===== src/rtl/wb_retire_unit.sv =====
// ---------------------------------------------------------------------------
// wb_retire_unit
//   Writeback/retire stage at the consumer end of the MEM/WB register.
//   Chooses the writeback value, drives the register-file write port, waits
//   on the multi-cycle divider through a valid/ack handshake (stalling
//   MEM/WB while it waits), reports retirement and traps, and counts retired
//   instructions.
//
// Ports
//   clk, reset          clock (rising edge), synchronous active-high reset
//   wb_valid_in         MEM/WB holds a live instruction
//   mem_data_in         load data (already extended)
//   ALU_res_in          ALU result
//   pc_in, instr_in     PC and instruction word of the instruction
//   csr_rdata_in        CSR read data
//   addr_rd_in          destination register
//   WBSel_in            00 mem, 01 ALU, 10 pc+4, 11 CSR
//   regWEn_in           rd write enable
//   trapReq_in          instruction raised a trap
//   is_jalr_in          JALR, writes pc+4
//   is_div_in           result comes from the divider
//   div_valid_in        divider result valid
//   div_result_in       divider result
//   div_ack_out         (comb) divider result consumed this cycle
//   stall_out           (comb) MEM/WB must hold its inputs
//   rf_we_out/rf_waddr_out/rf_wdata_out  registered RF write port
//   retire_valid_out    one-cycle pulse per retired instruction
//   retire_pc_out/retire_instr_out       PC/instruction of retired or trapped op
//   trap_out            one-cycle trap pulse
//   div_timeout_out     trap was caused by a divider timeout
//   instret_out         retired-instruction counter
// ---------------------------------------------------------------------------
module wb_retire_unit #(
   parameter int unsigned XLEN        = 32,
   parameter int unsigned CNT_W       = 64,
   parameter int unsigned DIV_TIMEOUT = 64
) (
   input  logic             clk,
   input  logic             reset,
   input  logic             wb_valid_in,
   input  logic [XLEN-1:0]  mem_data_in,
   input  logic [XLEN-1:0]  ALU_res_in,
   input  logic [XLEN-1:0]  pc_in,
   input  logic [31:0]      instr_in,
   input  logic [XLEN-1:0]  csr_rdata_in,
   input  logic [4:0]       addr_rd_in,
   input  logic [1:0]       WBSel_in,
   input  logic             regWEn_in,
   input  logic             trapReq_in,
   input  logic             is_jalr_in,
   input  logic             is_div_in,
   input  logic             div_valid_in,
   input  logic [XLEN-1:0]  div_result_in,
   output logic             div_ack_out,
   output logic             stall_out,
   output logic             rf_we_out,
   output logic [4:0]       rf_waddr_out,
   output logic [XLEN-1:0]  rf_wdata_out,
   output logic             retire_valid_out,
   output logic [XLEN-1:0]  retire_pc_out,
   output logic [31:0]      retire_instr_out,
   output logic             trap_out,
   output logic             div_timeout_out,
   output logic [CNT_W-1:0] instret_out
);

   localparam int unsigned     TO_W    = (DIV_TIMEOUT > 2) ? $clog2(DIV_TIMEOUT) : 1;
   localparam logic [TO_W-1:0] TO_LAST = (DIV_TIMEOUT > 0) ? TO_W'(DIV_TIMEOUT - 1) : '0;
   localparam logic            TO_EN   = (DIV_TIMEOUT != 0);

   typedef enum logic {S_RUN, S_DIV_WAIT} state_t;

   state_t            r_state;
   state_t            w_state_nxt;
   logic [TO_W-1:0]   r_to_cnt;
   logic              w_stall;
   logic              w_ack;
   logic              w_timeout;
   logic              w_cnt_clr;
   logic              w_cnt_inc;
   logic              w_accept;
   logic              w_trap;
   logic [XLEN-1:0]   w_wdata;

   logic              r_rf_we;
   logic [4:0]        r_rf_waddr;
   logic [XLEN-1:0]   r_rf_wdata;
   logic              r_retire;
   logic [XLEN-1:0]   r_retire_pc;
   logic [31:0]       r_retire_instr;
   logic              r_trap;
   logic              r_div_to;
   logic [CNT_W-1:0]  r_instret;

   // Writeback data select; divider result overrides everything else.
   always_comb begin
      w_wdata = ALU_res_in;
      if (is_div_in) begin
         w_wdata = div_result_in;
      end else if (is_jalr_in || (WBSel_in == 2'b10)) begin
         w_wdata = pc_in + XLEN'(4);
      end else begin
         case (WBSel_in)
            2'b00:   w_wdata = mem_data_in;
            2'b11:   w_wdata = csr_rdata_in;
            default: w_wdata = ALU_res_in;
         endcase
      end
   end

   // Divider handshake FSM. The RUN-state stall cycle is the first waited
   // cycle, so with the counter starting at 0 in DIV_WAIT the stall lasts
   // exactly DIV_TIMEOUT cycles before the timeout trap is taken.
   always_comb begin
      w_state_nxt = r_state;
      w_stall     = 1'b0;
      w_ack       = 1'b0;
      w_timeout   = 1'b0;
      w_cnt_clr   = 1'b0;
      w_cnt_inc   = 1'b0;
      case (r_state)
         S_RUN: begin
            if (wb_valid_in && is_div_in && !trapReq_in) begin
               if (div_valid_in) begin
                  w_ack = 1'b1;
               end else begin
                  w_stall     = 1'b1;
                  w_cnt_clr   = 1'b1;
                  w_state_nxt = S_DIV_WAIT;
               end
            end
         end
         S_DIV_WAIT: begin
            if (!wb_valid_in) begin
               w_state_nxt = S_RUN;
            end else if (div_valid_in) begin
               w_ack       = 1'b1;
               w_state_nxt = S_RUN;
            end else if (TO_EN && (r_to_cnt == TO_LAST)) begin
               w_timeout   = 1'b1;
               w_state_nxt = S_RUN;
            end else begin
               w_stall   = 1'b1;
               w_cnt_inc = 1'b1;
            end
         end
         default: w_state_nxt = S_RUN;
      endcase
   end

   assign w_accept = wb_valid_in && !w_stall;
   assign w_trap   = trapReq_in || w_timeout;

   always_ff @(posedge clk) begin
      if (reset) begin
         r_state        <= S_RUN;
         r_to_cnt       <= '0;
         r_rf_we        <= 1'b0;
         r_rf_waddr     <= '0;
         r_rf_wdata     <= '0;
         r_retire       <= 1'b0;
         r_retire_pc    <= '0;
         r_retire_instr <= '0;
         r_trap         <= 1'b0;
         r_div_to       <= 1'b0;
         r_instret      <= '0;
      end else begin
         r_state  <= w_state_nxt;
         if (w_cnt_clr) begin
            r_to_cnt <= '0;
         end else if (w_cnt_inc) begin
            r_to_cnt <= r_to_cnt + 1'b1;
         end
         r_rf_we  <= 1'b0;
         r_retire <= 1'b0;
         r_trap   <= 1'b0;
         r_div_to <= 1'b0;
         if (w_accept) begin
            r_retire_pc    <= pc_in;
            r_retire_instr <= instr_in;
            r_rf_waddr     <= addr_rd_in;
            r_rf_wdata     <= w_wdata;
            if (w_trap) begin
               r_trap   <= 1'b1;
               r_div_to <= w_timeout;
            end else begin
               r_rf_we   <= regWEn_in && (addr_rd_in != 5'd0);
               r_retire  <= 1'b1;
               r_instret <= r_instret + 1'b1;
            end
         end
      end
   end

   assign div_ack_out      = w_ack;
   assign stall_out        = w_stall;
   assign rf_we_out        = r_rf_we;
   assign rf_waddr_out     = r_rf_waddr;
   assign rf_wdata_out     = r_rf_wdata;
   assign retire_valid_out = r_retire;
   assign retire_pc_out    = r_retire_pc;
   assign retire_instr_out = r_retire_instr;
   assign trap_out         = r_trap;
   assign div_timeout_out  = r_div_to;
   assign instret_out      = r_instret;

endmodule


===== config.mk =====
export PLATFORM = sky130hd
export DESIGN_NAME = wb_retire_unit
export DESIGN_NICKNAME = d
export VERILOG_FILES = /design/src/rtl/wb_retire_unit.sv
export SDC_FILE = /design/constraint.sdc
export NUM_CORES = 1
export LEC_CHECK = 0
export CORE_MARGIN = 5
export CORE_UTILIZATION = 40
export CTS_BUF_LIST = sky130_fd_sc_hd__clkbuf_4 sky130_fd_sc_hd__clkbuf_8
export DETAILED_ROUTE_END_ITERATION = 7
export PLACE_DENSITY = 0.82
export SYNTH_ARGS = -nofsm -noshare
export SYNTH_HDL_FRONTEND = slang
export SYNTH_SLANG_ARGS = --single-unit

===== constraint.sdc =====
create_clock -name clk -period 2.3 [get_ports clk]
set_input_delay 0.23 -clock clk [delete_from_list [all_inputs] [get_ports clk]]
set_output_delay 0.23 -clock clk [all_outputs]
set_load 0.1 [all_outputs]

-- Word level (Yosys, flattened, before mapping)
Cells that the tools add are included.
- register bits: 176
- latch bits: 0
- memory bits (writable): 0
- memory bits (read-only): 0
- output and inout bits: 171
- logic and storage cells: 56
- memories kept: 0
- $add $sub $neg: 3
- multipliers: 0
- divide/modulo/power cells: 0
- magnitude comparators: 0
- equality and inequality tests: 3
- shifts and indexed selects: 0
- multiplexer cells: 21
- bitwise operators: 3
- reduce and logical (&&, ||, !) cells: 15
- operator list (operator ; number):
    adder 64 x 1 -> 64 bit (second input constant) ; 1
    2-to-1 mux 32 bit ; 2
    case mux 32 bit (2 select lines) ; 1
    adder 32 x 3 -> 32 bit (second input constant) ; 1
    2-to-1 mux 1 bit ; 16
    adder 6 x 1 -> 6 bit (second input constant) ; 1
    equality test 6 bit (second input constant) ; 1
    OR reduction 3 bit ; 2
    nonzero test 5 bit ; 1
    equality test 2 bit (second input constant) ; 2
    logical AND 1 bit ; 4
    case mux 1 bit (2 select lines) ; 2
    OR reduction 2 bit ; 2
    inverter 1 bit ; 3
    logical NOT 1 bit ; 2
    logical NOT 2 bit ; 1
    logical OR 1 bit ; 2
    AND reduction 2 bit ; 1

-- Longest topological paths before layout
- depth after elaboration: 9
- depth in mapped cells: 9
- depth with buffers taken out: 7

-- Least setup slack after synthesis
OpenSTA, ideal clock, no wires.
- path type: register -> register
- start: reg r_instret[21], in the netlist instret_out[21]
- end: reg r_instret[62], in the netlist instret_out[62]
- library setup time: 0.070 ns
- arrival time: 2.905 ns
- required time: 2.230 ns
- path slack: -0.675 ns
- cell stages (with the launch flop): 7
- buffers on the path: 1
- period minus slack after synthesis: 2.975 ns
- cells stage by stage: dfxtp_1 -> nand4_1 -> nor4_1 -> nand4_1 -> clkbuf_1 -> or4_1 -> a21oi_1
- word-level cells in the longest chain between the ends: 1
- ends and longest elaborated chain (what ; line ; source):
    start: declaration ; 93 ; logic [CNT_W-1:0] r_instret;
    start signal: assignment ; 189 ; r_instret <= r_instret + 1'b1;
    adder 64 x 1 -> 64 bit ; 189 ;
No other way between the ends.
A chain may end at the register's enable or synchronous reset.

-- Worst setup path in the final report
- start: reg r_instret[23], in the netlist instret_out[23]
- end: reg r_instret[45], in the netlist instret_out[45]
The elaborated chain is that of the path after synthesis.

==> flow_summary.yaml <==
run_status:
  status: "finished clean"
synth:
  avgSynthCellArea_um2: 7.791
  async_reset_ff_frac: 0
  yosys.cell_types.count: 61
  ys_ff_latch: 176
  synth_nets: 1377
  synth_seq_area_share: 0.3885
  postSynthCellCount: 1164
  ys.flop_type: "dfxtp_1"
  synth-edff-count: 0
  yosys_warnings: 0
  syn-cell-area_mm2: 0.009069
clock_tree:
  cts.sinks: 176
  htree_num_levels: 4
  cts_buffer_depth: 2
  clk_latency_ns: 0.46
  cts_inserted_buffers: 17
  cts-root-buf: "clkbuf_8"
  path_clk_slew_ns: 0.10
  cts_tree: "done"
floorplanning:
  die_h_um: 160.6
  io_pins: 378
  initial_core_util: 0.4030
  rows: 55
  die_area_mm2: 0.02578
  core_area_mm2: 0.02250
  die_x_um: 160.6
global_routing:
  overflow: 0
  grt_max_degree: 77
  grt_pass1_wl_mm: 54.57
  grt.total_usage: 0.2598
  antenna_found_initial: 1
  grt_pass1_vias: 10220
cells_and_area:
  final_common_cell: "buf_4"
  fin_nets: 1806
  nFillCells: 1971
  seqCellArea_mm2: 0.003623
  area_delta_synth_final_pct: 55.01
  final_cell_mix: "buf_4 (278), nand2_1 (209), clkdlybuf4s50_1 (204)"
  drive_gt1_frac: 0.2572
  multi_input_area_mm2: 0.005126
  final_core_util: 0.6247
  final_cells: 1893
sta:
  max_slew.worst_pin.slew_ns: 0.5811
  fmax_mhz: 456.7
  layout_setup_ws_ns: 0.1103
  fin_skew_ns: 0.01623
  holdWs_ns: 0.2120
  relSlewSlack: 0.6126
  finalSetupViolCount: 0
  min_period_ns: 2.190
  drv_slew: 0
  finalHoldViolCount: 0
  rsz0062_at_grt: "false"
  post-route-period-util: 0.9521
power:
  switchingPower_mw: 2.871
  seqPwrFrac: 0.405
  p_sw_frac: 0.3602
  combinationalPowerShare: 0.292
  peakVddDrop_mv: 0.4128
  p_leak_nw: 5.427
  power_density_mw_per_mm2: 567.0
  pwr-share-clk: 0.302
  p_int_mw: 5.099
routing:
  first_pass_iters: 5
  num_vias: 10670
  routedWlPerCell_um: 18.79
  drc: 0
  drt_iter0_markers: 927
  antenna_left: 0
  route.final.wire_length_mm: 35.57
  viasPerCell: 5.637
worst_hold_path:
  hold_path_class: "in2reg"
  holdCritStartpoint: "reset"
worst_setup_path:
  critPathMaxFanout: 9
  startpoint: "instret_out[23]$_SDFFE_PP0P_"
  arrival_ns: 2.58
  worstPathRequired_ns: 2.69
  rr_startpoint: "instret_out[23]$_SDFFE_PP0P_"
  startpoint_type: "register"
  critical_path_class: "reg2reg"
  end_kind: "register"
placement:
  place_congestion: 1.004
  port_buffers: 377
  post-place-ws_ns: -0.3152
  hpwl_mm: 28.27
  placed_cells: 1859
run:
  maxCapViolCount: 0
-- per-layer routing --
layer,global-route usage,up-vias,routed length (um)
met5,0,-,0
met4,0.09464,0,1077
met3,0.05594,64,2512
met2,0.4622,459,18040
met1,0.3075,5022,13950
li1,-,5125,-
-- critical path: stages, from the launching register on --
cell     delay (ns)
dfxtp_4        0.38
nand4_1        0.22
nor4_1         0.35
buf_4          0.19
nand3_1        0.28
or4_1          0.56
a21oi_1        0.15
-- Yosys cell counts, types with 9 or more instances --
cell type | instances | area [um^2]
a22oi_1 | 25 | 187.7
o31ai_1 | 32 | 240.2
and3_1 | 14 | 87.58
o311ai_0 | 9 | 78.83
xnor2_1 | 14 | 122.6
nand4_1 | 37 | 231.5
mux2_2 | 9 | 101.4
inv_1 | 15 | 56.30
o211ai_1 | 37 | 277.8
nor4_1 | 22 | 137.6
o21ai_0 | 9 | 45.04
nor2_1 | 83 | 311.6
xor2_1 | 22 | 192.7
a21oi_1 | 138 | 690.7
dfxtp_1 | 176 | 3523
a211oi_1 | 26 | 195.2
nand3_1 | 48 | 240.2
clkbuf_1 | 69 | 259.0
buf_1 | 10 | 37.54
nand2_1 | 209 | 784.5
or4_1 | 31 | 232.7
nor3_1 | 22 | 110.1
or3_1 | 9 | 56.30
nor2b_1 | 12 | 75.07
-- flip-flops by register name, indices dropped and copies added, names as in the netlist --
name and cells:
r_to_cnt 6, retire_pc_out 32, r_state 1, rf_waddr_out 5, div_timeout_out 1, retire_instr_out 32, retire_valid_out 1, rf_we_out 1
rf_wdata_out 32, trap_out 1, instret_out 64
-- layout make-up --
class	instances	area share
clock buffer	18	0.01762
multi-input combinational	883	0.3647
tap	285	0.02537
timing repair buffer	499	0.3162
inverter	16	0.004272
clock inverter	14	0.01371
sequential	176	0.2578
antenna	2	0.0003560
-- per-stage QoR --
stage	TNS, ns	instance area [um^2]	total power, mW
6_report	0	14060	7.971
5_1_grt	0	14050	8.249
4_1_cts	0	14050	8.014
3_5_place_dp	-2.575	13600	5.622
3_3_place_gp	-2.146	13600	5.600
2_1_floorplan	-0.2015	9178	4.673
-- power groups by stage --
stage               registers, mW  logic [mW]  clock network (mW)
floorplan                    4.15       0.523                   0
global placement             3.29        2.31                   0
detailed placement           3.30        2.32                   0
CTS                          3.23        2.33                2.46
global route                 3.24        2.43                2.57
finish                       3.23        2.33                2.41
-- cell families after synthesis --
kind of cell             Yosys count  synth area share
AND/OR/NAND/NOR                  515            0.2748
AO/OA/AOI/OAI                    314            0.2265
flip-flops                       176            0.3885
buffers and inverters            105           0.05257
XOR/XNOR                          36           0.03477
multiplexers                      12           0.01449
adder cells (fa/ha/maj)            6          0.008278
-- timing repair --
item,in CTS,in global routing
endpoints found under the setup margin,1,7
hold buffers,0,0
buffers inserted,0,0
pin swaps,0,1
gates resized for setup,2,1
-- path summary, 6_finish.rpt --
kind                                      endpoint  depth (start not counted)  slack [ns]
setup reg to reg      instret_out[45]$_SDFFE_PP0P_                          6        0.11
setup / recovery      instret_out[45]$_SDFFE_PP0P_                          6        0.11
hold reg to reg   retire_instr_out[3]$_SDFFE_PP0P_                          2        0.46
hold / removal        instret_out[13]$_SDFFE_PP0P_                          2        0.21
No activity file was read; power rests on OpenSTA's default activity.
